$ cat src/rtl/divider_pipe_hs_if.sv
// Handshake/bus bundle for divider_pipe_hs.
//   Input channel : a_i, a_signed_i, b_i, b_signed_i, row_i, col_i, valid_i -> ready_o
//   Output channel: q_o, r_o, div0_o, row_o, col_o, valid_o                 -> ready_i
// The slave modport is the divider's view; master is the producer/consumer side.
interface divider_pipe_hs_if #(
  parameter int unsigned A_WIDTH   = 16,
  parameter int unsigned B_WIDTH   = 16,
  parameter int unsigned FRAC_BITS = 0
);
  localparam int unsigned Q_WIDTH = A_WIDTH + FRAC_BITS;

  logic [A_WIDTH-1:0] a_i;
  logic               a_signed_i;
  logic [B_WIDTH-1:0] b_i;
  logic               b_signed_i;
  logic [15:0]        row_i;
  logic [15:0]        col_i;
  logic               valid_i;
  logic               ready_o;
  logic [Q_WIDTH:0]   q_o;
  logic [B_WIDTH:0]   r_o;
  logic               div0_o;
  logic [15:0]        row_o;
  logic [15:0]        col_o;
  logic               valid_o;
  logic               ready_i;

  modport slave (
    input  a_i, a_signed_i, b_i, b_signed_i, row_i, col_i, valid_i, ready_i,
    output ready_o, q_o, r_o, div0_o, row_o, col_o, valid_o
  );

  modport master (
    output a_i, a_signed_i, b_i, b_signed_i, row_i, col_i, valid_i, ready_i,
    input  ready_o, q_o, r_o, div0_o, row_o, col_o, valid_o
  );
endinterface

$ cat src/rtl/divider_pipe_hs.sv
// Pipelined signed/unsigned restoring divider with valid/ready backpressure.
// Ports:
//   clk_i    clock
//   rst_n_i  synchronous active-low reset
//   bus      divider_pipe_hs_if.slave: operands + row/col tags in, quotient/remainder/div0 out
// Quotient has FRAC_BITS fractional bits (dividend implicitly << FRAC_BITS), truncated toward
// zero; remainder takes the dividend's sign. Latency NSTAGE+2, one sample per clock. The whole
// pipe stalls together whenever the output holds a sample that downstream refuses.
module divider_pipe_hs #(
  parameter int unsigned A_WIDTH        = 16,
  parameter int unsigned B_WIDTH        = 16,
  parameter int unsigned FRAC_BITS      = 0,
  parameter int unsigned BITS_PER_STAGE = 1
) (
  input logic              clk_i,
  input logic              rst_n_i,
  divider_pipe_hs_if.slave bus
);
  localparam int unsigned Q_WIDTH   = A_WIDTH + FRAC_BITS;
  localparam int unsigned NSTAGE    = (Q_WIDTH + BITS_PER_STAGE - 1) / BITS_PER_STAGE;
  localparam int unsigned LAST_BITS = (Q_WIDTH % BITS_PER_STAGE == 0) ? BITS_PER_STAGE :
                                      Q_WIDTH % BITS_PER_STAGE;
  localparam int unsigned R_WIDTH   = B_WIDTH + 1;

  // Index 0 is the operand-capture stage, 1..NSTAGE the division stages.
  // num_q starts as the dividend magnitude; dividend bits shift out of the MSB while quotient
  // bits shift in at the LSB, so after the last stage it holds the quotient magnitude.
  logic [Q_WIDTH-1:0] num_q   [NSTAGE+1];
  logic [R_WIDTH-1:0] rem_q   [NSTAGE+1];
  logic [R_WIDTH-1:0] den_q   [NSTAGE+1];
  logic               qneg_q  [NSTAGE+1];
  logic               rneg_q  [NSTAGE+1];
  logic               div0_q  [NSTAGE+1];
  logic [15:0]        row_q   [NSTAGE+1];
  logic [15:0]        col_q   [NSTAGE+1];
  logic               valid_q [NSTAGE+1];

  logic [Q_WIDTH:0]   q_out_q, q_out_d;
  logic [R_WIDTH-1:0] r_out_q, r_out_d;
  logic               div0_out_q, valid_out_q;
  logic [15:0]        row_out_q, col_out_q;

  logic               en;
  logic               a_neg, b_neg;
  logic [A_WIDTH-1:0] a_mag;
  logic [B_WIDTH-1:0] b_mag;

  assign en          = ~valid_out_q | bus.ready_i;
  assign bus.ready_o = en;

  // Magnitudes: negating the most negative value wraps to 2^(W-1), which is exact unsigned.
  always_comb begin
    a_neg = bus.a_signed_i & bus.a_i[A_WIDTH-1];
    b_neg = bus.b_signed_i & bus.b_i[B_WIDTH-1];
    a_mag = a_neg ? -bus.a_i : bus.a_i;
    b_mag = b_neg ? -bus.b_i : bus.b_i;
  end

  always_ff @(posedge clk_i) begin
    if (!rst_n_i) begin
      num_q[0]   <= '0;
      rem_q[0]   <= '0;
      den_q[0]   <= '0;
      qneg_q[0]  <= 1'b0;
      rneg_q[0]  <= 1'b0;
      div0_q[0]  <= 1'b0;
      row_q[0]   <= '0;
      col_q[0]   <= '0;
      valid_q[0] <= 1'b0;
    end else if (en) begin
      num_q[0]   <= Q_WIDTH'(a_mag) << FRAC_BITS;
      rem_q[0]   <= '0;
      den_q[0]   <= {1'b0, b_mag};
      qneg_q[0]  <= a_neg ^ b_neg;
      rneg_q[0]  <= a_neg;
      div0_q[0]  <= (bus.b_i == '0);
      row_q[0]   <= bus.row_i;
      col_q[0]   <= bus.col_i;
      valid_q[0] <= bus.valid_i;
    end
  end

  for (genvar i = 1; i <= NSTAGE; i++) begin : g_stage
    localparam int unsigned NBITS = (i == NSTAGE) ? LAST_BITS : BITS_PER_STAGE;

    logic [Q_WIDTH-1:0] num_nx;
    logic [R_WIDTH-1:0] rem_nx;
    logic [R_WIDTH:0]   trial;

    // Restoring step, MSB first: shift next dividend bit into the partial remainder and
    // subtract the divisor whenever it fits.
    always_comb begin
      num_nx = num_q[i-1];
      rem_nx = rem_q[i-1];
      trial  = '0;
      for (int unsigned k = 0; k < NBITS; k++) begin
        trial  = {rem_nx, num_nx[Q_WIDTH-1]};
        num_nx = {num_nx[Q_WIDTH-2:0], 1'b0};
        if (trial >= {1'b0, den_q[i-1]}) begin
          trial     = trial - {1'b0, den_q[i-1]};
          num_nx[0] = 1'b1;
        end
        rem_nx = trial[R_WIDTH-1:0];
      end
    end

    always_ff @(posedge clk_i) begin
      if (!rst_n_i) begin
        num_q[i]   <= '0;
        rem_q[i]   <= '0;
        den_q[i]   <= '0;
        qneg_q[i]  <= 1'b0;
        rneg_q[i]  <= 1'b0;
        div0_q[i]  <= 1'b0;
        row_q[i]   <= '0;
        col_q[i]   <= '0;
        valid_q[i] <= 1'b0;
      end else if (en) begin
        num_q[i]   <= num_nx;
        rem_q[i]   <= rem_nx;
        den_q[i]   <= den_q[i-1];
        qneg_q[i]  <= qneg_q[i-1];
        rneg_q[i]  <= rneg_q[i-1];
        div0_q[i]  <= div0_q[i-1];
        row_q[i]   <= row_q[i-1];
        col_q[i]   <= col_q[i-1];
        valid_q[i] <= valid_q[i-1];
      end
    end
  end

  // Sign restore. Divide-by-zero yields the largest magnitude with the dividend's sign.
  always_comb begin
    logic [Q_WIDTH:0]   q_ext;
    logic [R_WIDTH-1:0] r_ext;
    q_ext = {1'b0, num_q[NSTAGE]};
    r_ext = rem_q[NSTAGE];
    if (div0_q[NSTAGE]) begin
      q_ext   = {1'b0, {Q_WIDTH{1'b1}}};
      q_out_d = rneg_q[NSTAGE] ? -q_ext : q_ext;
      r_out_d = '0;
    end else begin
      q_out_d = qneg_q[NSTAGE] ? -q_ext : q_ext;
      r_out_d = rneg_q[NSTAGE] ? -r_ext : r_ext;
    end
  end

  always_ff @(posedge clk_i) begin
    if (!rst_n_i) begin
      q_out_q     <= '0;
      r_out_q     <= '0;
      div0_out_q  <= 1'b0;
      row_out_q   <= '0;
      col_out_q   <= '0;
      valid_out_q <= 1'b0;
    end else if (en) begin
      q_out_q     <= q_out_d;
      r_out_q     <= r_out_d;
      div0_out_q  <= div0_q[NSTAGE];
      row_out_q   <= row_q[NSTAGE];
      col_out_q   <= col_q[NSTAGE];
      valid_out_q <= valid_q[NSTAGE];
    end
  end

  assign bus.q_o     = q_out_q;
  assign bus.r_o     = r_out_q;
  assign bus.div0_o  = div0_out_q;
  assign bus.row_o   = row_out_q;
  assign bus.col_o   = col_out_q;
  assign bus.valid_o = valid_out_q;
endmodule
$ cat src/flat_wrapper.sv
// flat-port wrapper written by rule: the top's interface ports become plain ports
module divider_pipe_hs_flat 
#(
  parameter int unsigned A_WIDTH        = 16,
  parameter int unsigned B_WIDTH        = 16,
  parameter int unsigned FRAC_BITS      = 0,
  parameter int unsigned BITS_PER_STAGE = 1
)
  (clk_i, rst_n_i, bus_a_i, bus_a_signed_i, bus_b_i, bus_b_signed_i, bus_row_i, bus_col_i, bus_valid_i, bus_ready_i, bus_ready_o, bus_q_o, bus_r_o, bus_div0_o, bus_row_o, bus_col_o, bus_valid_o);
  divider_pipe_hs_if #(.A_WIDTH(A_WIDTH), .B_WIDTH(B_WIDTH), .FRAC_BITS(FRAC_BITS)) bus_i ();
  input logic clk_i;
  input logic rst_n_i;
  input wire logic [$bits(bus_i.a_i)-1:0] bus_a_i;
  input wire logic [$bits(bus_i.a_signed_i)-1:0] bus_a_signed_i;
  input wire logic [$bits(bus_i.b_i)-1:0] bus_b_i;
  input wire logic [$bits(bus_i.b_signed_i)-1:0] bus_b_signed_i;
  input wire logic [$bits(bus_i.row_i)-1:0] bus_row_i;
  input wire logic [$bits(bus_i.col_i)-1:0] bus_col_i;
  input wire logic [$bits(bus_i.valid_i)-1:0] bus_valid_i;
  input wire logic [$bits(bus_i.ready_i)-1:0] bus_ready_i;
  output wire logic [$bits(bus_i.ready_o)-1:0] bus_ready_o;
  output wire logic [$bits(bus_i.q_o)-1:0] bus_q_o;
  output wire logic [$bits(bus_i.r_o)-1:0] bus_r_o;
  output wire logic [$bits(bus_i.div0_o)-1:0] bus_div0_o;
  output wire logic [$bits(bus_i.row_o)-1:0] bus_row_o;
  output wire logic [$bits(bus_i.col_o)-1:0] bus_col_o;
  output wire logic [$bits(bus_i.valid_o)-1:0] bus_valid_o;
  assign bus_i.a_i = bus_a_i;
  assign bus_i.a_signed_i = bus_a_signed_i;
  assign bus_i.b_i = bus_b_i;
  assign bus_i.b_signed_i = bus_b_signed_i;
  assign bus_i.row_i = bus_row_i;
  assign bus_i.col_i = bus_col_i;
  assign bus_i.valid_i = bus_valid_i;
  assign bus_i.ready_i = bus_ready_i;
  assign bus_ready_o = bus_i.ready_o;
  assign bus_q_o = bus_i.q_o;
  assign bus_r_o = bus_i.r_o;
  assign bus_div0_o = bus_i.div0_o;
  assign bus_row_o = bus_i.row_o;
  assign bus_col_o = bus_i.col_o;
  assign bus_valid_o = bus_i.valid_o;
  divider_pipe_hs #(.A_WIDTH(A_WIDTH), .B_WIDTH(B_WIDTH), .FRAC_BITS(FRAC_BITS), .BITS_PER_STAGE(BITS_PER_STAGE)) u_core (.clk_i(clk_i), .rst_n_i(rst_n_i), .bus(bus_i));
endmodule
$ cat config.mk
export PLATFORM = sky130hd
export DESIGN_NAME = divider_pipe_hs_flat
export DESIGN_NICKNAME = d
export VERILOG_FILES = /design/src/rtl/divider_pipe_hs_if.sv /design/src/rtl/divider_pipe_hs.sv /design/src/flat_wrapper.sv
export SDC_FILE = /design/constraint.sdc
export NUM_CORES = 2
export LEC_CHECK = 0
export ABC_AREA = 0
export ABC_CLOCK_PERIOD_IN_PS = 35600
export BUFFER_PORTS_ARGS = -buffer_cell sky130_fd_sc_hd__buf_2
export CAP_MARGIN = 20
export CELL_PAD_IN_SITES_DETAIL_PLACEMENT = 0
export CELL_PAD_IN_SITES_GLOBAL_PLACEMENT = 1
export CORE_MARGIN = 4
export CORE_UTILIZATION = 34
export CTS_BUF_LIST = sky130_fd_sc_hd__clkbuf_2 sky130_fd_sc_hd__clkbuf_4 sky130_fd_sc_hd__clkbuf_8
export CTS_CLUSTER_DIAMETER = 80
export DETAILED_ROUTE_END_ITERATION = 10
export GPL_ROUTABILITY_DRIVEN = 0
export GPL_TIMING_DRIVEN = 0
export PLACE_DENSITY_LB_ADDON = 0.1
export REMOVE_ABC_BUFFERS = 1
export SLEW_MARGIN = 30
export SYNTH_ARGS = -nofsm -noshare
export SYNTH_HDL_FRONTEND = slang
export SYNTH_SLANG_ARGS = --single-unit
$ cat constraint.sdc
create_clock -name clk_i -period 35.6 [get_ports clk_i]
set_input_delay 5.34 -clock clk_i [delete_from_list [all_inputs] [get_ports clk_i]]
set_output_delay 5.34 -clock clk_i [all_outputs]
set_load 0.01 [all_outputs]
; ---- Word-level counts from Yosys, hierarchy flattened
; Memories as Yosys holds them, arrays and structs flattened. A register that Yosys moved wholly into a read port is not among the register bits.
; Index checks and enable logic that the tools add are counted.
[classes]
addsub = 20
mul = 0
div = 0
n_lt_le_gt_ge = 16
n_eq_ne = 0
n_shift = 0
mux = 196
n_bitwise = 158
reduce_logical = 4
[op_table]
columns = op, count
row1 = 17-bit 2-to-1 mux, 55
row2 = 16-bit 2-to-1 mux, 53
row3 = 18-bit by 17-bit >= comparator with 1-bit output, 16
row4 = 17-bit subtractor, 16
row5 = 1-bit bitwise OR, 154
row6 = 1-bit 2-to-1 mux, 88
row7 = 16-bit negation, 2
row8 = 16-bit negation with 17-bit output, 1
row9 = 17-bit negation, 1
row10 = 16-bit zero test, 1
row11 = 1-bit zero test, 3
row12 = 1-bit AND, 2
row13 = 1-bit inverter, 1
row14 = 1-bit XOR, 1
[word_totals]
reg_bits = 35
latchBits = 0
mem_bits_rw = 1462
rom_bits = 0
in_bits = 70
output_inout_bits = 69
elab_cells = 406
n_memories = 9
[memory_table]
columns = name, depth, width, rd, rd_clocked_by_memory_dff, wr, line_no
row1 = u_core.den_q, 17, 17, 16, 0, 17, divider_pipe_hs.sv:30  ; logic [R_WIDTH-1:0] den_q [NSTAGE+1];
row2 = u_core.rem_q, 17, 17, 17, 0, 17, divider_pipe_hs.sv:29  ; logic [R_WIDTH-1:0] rem_q [NSTAGE+1];
row3 = u_core.col_q, 17, 16, 17, 1, 17, divider_pipe_hs.sv:35  ; logic [15:0] col_q [NSTAGE+1];
row4 = u_core.num_q, 17, 16, 17, 0, 17, divider_pipe_hs.sv:28  ; logic [Q_WIDTH-1:0] num_q [NSTAGE+1];
row5 = u_core.row_q, 17, 16, 17, 1, 17, divider_pipe_hs.sv:34  ; logic [15:0] row_q [NSTAGE+1];
row6 = u_core.div0_q, 17, 1, 17, 0, 17, divider_pipe_hs.sv:33  ; logic div0_q [NSTAGE+1];
row7 = 3 more memories, --, --, --, --, --, --

; ---- Logic depth before layout (Yosys ltp)
[depth]
depth_word = 6
depth_mapped = 14

; ---- Worst setup path before layout
; No wires, ideal clock.
[synth_timing]
path_type = input port to flip-flop
from = in rst_n_i
to = mem u_core.col_q[0][0], enable pin
setup_ns = 1.731
t_arrival_ns = 32.912
t_required_ns = 33.869
setup_slack_ns = 0.957
stages = 5
path_cell_list = clkbuf_1 > and2_1 > clkbuf_1 > clkbuf_1 > inv_1
[synth_lines]
columns = item, line_no
row1 = from (decl), flat_wrapper.sv:12  ; input logic rst_n_i;
row2 = to (decl), divider_pipe_hs.sv:35

; ---- Worst setup path in the final report
[layout_timing]
from = in bus_ready_i
to = out bus_ready_o
[layout_between]
elab_chain_cells = 1
[layout_rtl]
columns = item, line_no
row1 = from (decl), flat_wrapper.sv:20  ; input wire logic [$bits(bus_i.ready_i)-1:0] bus_ready_i;
row2 = 1-bit bitwise OR, divider_pipe_hs.sv:48  ; assign en = ~valid_out_q | bus.ready_i;
row3 = to (decl), flat_wrapper.sv:21  ; output wire logic [$bits(bus_i.ready_o)-1:0] bus_ready_o;
; Every way passes these cells.

==> impl_metrics.csv <==
group,metric,value,unit
timing,finalHoldViolations,0,
yosys,synth_area,0.0689,mm²
floorplanning,rows,164,
clocking,cts_tree,"built",
hold_path,hp-class,"register to register",
yosys,synth_edf_count,1408,
grt,use_met1,19.0,%
timing,period_needed,12.98,ns
grt,grt_overflow,0,
timing,worst_pin_slew,0.912,ns
grt,grt_pass1_vias,42200,
routing,viasPerCell,4.83,
clocking,cts_buffers,299,
flow_run,cap_violations,0,
power,power.switching,1.73,mW
grt,gr-max-usage-layer,"met2",
clocking,tritoncts_num_sinks,1480,
floorplanning,core-area,0.201,mm²
grt,grtUsageTotal,13.3,%
timing,setup_slack,22.62,ns
clocking,clkTransAtPathRegs,0.05,ns
clocking,worstSkewPairLatency,1.01,ns
yosys,synth-seq-cells,1480,
critical_path,cp-end-kind,"primary output",
timing,relSlewSlack,39.2,%
placement,pre_cts_ws,22.61,ns
critical_path,crit_fanout,91,
yosys,async_reset_ff_share,0,%
placement,io_buffers,138,
routing,dr.first_iter.drc_count,2800,
finish,layout_commonest_cell,"edfxtp_1",
power,power.density,69.7,mW/mm²
timing,setup-tns-final,0,ns
yosys,avgSynthCellArea,12.4,µm²
yosys,synth_ff_type,"edfxtp_1",
timing,fin_crit_sh,36.5,%
critical_path,critPathKind,"primary input to primary output",
finish,synthToLayoutAreaGrowth,14.4,%
placement,hpwl,88.1,mm
timing,setup_violations,0,
routing,wire_per_inst,16.4,µm
yosys,ys_types,75,
floorplanning,initial_core_util,34.3,%
clocking,cts-resized-gates,0,
routing,ant_nets,0,
power,vdd_ir_drop_max,0.0000447,V
critical_path,cpMaxStageDelayCell,"clkinv_4",
power,combPwrFrac,30.7,%
finish,drive_gt1_share,11.8,%
critical_path,critPathMaxStageDelay,0.40,ns
clocking,cts_setup_buffers,0,
critical_path,cpMostUsedCell,"buf_16",
routing,dr_total_vias,41600,
yosys,ys_warn_count,0,
critical_path,cp.arrival,7.64,ns
clocking,htreeDepth,5,
finish,design_area,0.0788,mm²
grt,grt_use_met2,19.9,%
clocking,cts_root_buf,"clkbuf_8",
power,switching_share,31.5,%
routing,drtPass1Iterations,5,
placement,placed_area,0.0732,mm²
timing,finalClockSkew,0.0621,ns
timing,rsz0062_at_grt,"false",
yosys,syn_inst,5579,
power,leakagePower,35.3,nW
run_status,outcome,"complete, no violations",
finish,final_cell_mix,"1408 x edfxtp_1, 899 x and3_1, 589 x nor2_1",
floorplanning,die_y,458,µm
clocking,ctsLongestPathBuffers,4,
critical_path,critPathTopFamily,"buffers and inverters",
routing,finalWirelength,141,mm
grt,grt_pass1_wl,231,mm
timing,max_freq,77.0,MHz
floorplanning,dieArea,0.210,mm²
routing,drc,0,
critical_path,cp_num_buf_inv,7,
timing,drv_slew,0,
power,power.share.sequential,39.0,%
grt,antenna_found_initial,7,
critical_path,cp-start-kind,"primary input",
clocking,postCtsHoldBufs,0,
critical_path,worst_ep_required_time,30.26,ns
floorplanning,die-width,458,µm
grt,gr-usage-met3,3.07,%
finish,final_net_count,6096,
critical_path,crit_chain,"buf_2, nor2b_4, clkinv_4, buf_16, buf_16, buf_16, buf_16, buf_2",
power,internal-power,3.77,mW
power,p_clk_share,30.3,%
yosys,yosysSeqAreaShare,63.5,%
floorplanning,ios,139,
finish,finish.utilization,39.3,%
grt,grt_max_degree,133,
==> synthesized netlist by cell type (12+ instances only) <==
library cell	n	share of area, %
ha_1	246	4.5
inv_1	309	1.7
dfxtp_1	72	2.1
xor2_1	78	0.99
a21boi_0	51	0.56
buf_2	17	0.12
fa_1	15	0.44
and2_1	12	0.11
or3_1	29	0.26
nand2_1	219	1.2
o21ai_0	175	1.3
a211oi_1	59	0.64
nand3_1	40	0.29
mux2i_1	143	2.1
a21o_1	78	0.85
clkbuf_1	291	1.6
nand2b_1	27	0.25
nor2_1	591	3.2
a21oi_1	219	1.6
nor4_1	18	0.16
and3_1	899	8.2
o21bai_1	30	0.33
o31ai_1	26	0.28
o31a_1	15	0.19
nand4_1	35	0.32
nor2b_1	32	0.29
edfxtp_1	1408	61
o22ai_1	17	0.15
a31oi_1	20	0.18
o21a_1	55	0.60
a221o_1	18	0.26
nor3_1	37	0.27
a22o_1	18	0.23
xnor2_1	153	1.9
==> per-layer routing <==
layer  routed length (µm)  part of all wire (%)
met5                    0                     0
met4                 3840                   2.7
met3                 6650                   4.7
met2                60700                    43
met1                70300                    50
==> final timing paths <==
kind / depth (start not counted) / slack (ns) / to / from
max: 8 / 22.62 / bus_ready_o / bus_ready_i
min: 2 / 0.45 / u_core.bus.row_o[14] / u_core.bus.row_o[14]
max reg2reg: 11 / 30.97 / u_core.row_q[0][12] / u_core.bus.valid_o
min reg2reg: 2 / 0.45 / u_core.bus.row_o[14] / u_core.bus.row_o[14]
==> registers in the layout, indices dropped and copies added (netlist names) <==
signal,cells
u_core.col_q,272
u_core.num_q,272
u_core.rem_q,272
u_core.row_q,272
u_core.den_q,256
u_core.bus.q_o,17
u_core.bus.r_o,17
u_core.div0_q,17
u_core.qneg_q,17
u_core.rneg_q,17
u_core.valid_q,17
u_core.bus.col_o,16
u_core.bus.row_o,16
u_core.bus.div0_o,1
u_core.bus.valid_o,1
==> cell type report <==
| class | instances | area (µm²) |
|---|---|---|
| fillers | 19300 | 122000 |
| multi-input cells | 3468 | 22900 |
| flip-flops and latches | 1480 | 43700 |
| diodes | 2 | 5.00 |
| clock inverters | 77 | 444 |
| clock buffers | 427 | 5140 |
| inverters | 311 | 1180 |
| well taps | 2656 | 3320 |
| repair buffers | 205 | 2140 |
==> cell families (layout without fill, tap and decap cells) <==
kind of cell	count (synthesis)	count (layout)	share of synthesized area, %
AO/OA/AOI/OAI	850	850	8.09
buffers and inverters	631	1020	3.51
multiplexers	143	143	2.08
AND/OR/NAND/NOR	1983	1983	15.0
other	0	2	0
adder cells (fa/ha/maj)	261	261	4.90
flip-flops	1480	1480	63.5
XOR/XNOR	231	231	2.94
==> per-stage QoR <==
step	power [mW]	instances	hold slack, ns
global route	5.89	8625	0.478
finish	5.50	8626	0.454
CTS	5.60	8624	0.459
global placement	3.84	8053	0.448
detailed placement	3.87	8120	0.452
floorplan	3.46	5259	0.441
==> power groups by stage <==
stage          sequential, mW  combinational [mW]  clock [mW]
5_1_grt                  2.16                1.89        1.83
3_5_place_dp             2.18                1.69           0
6_report                 2.15                1.68        1.67
4_1_cts                  2.15                1.70        1.76
2_1_floorplan            2.16                1.30           0
3_3_place_gp             2.18                1.66           0
==> worst min-delay path, stage by stage (launching register included) <==
cell and delay [ns]:
dfxtp_1 0.30, nand2_1 0.04, a21boi_0 0.06
Note: power is estimated with default switching activity, not from simulation.
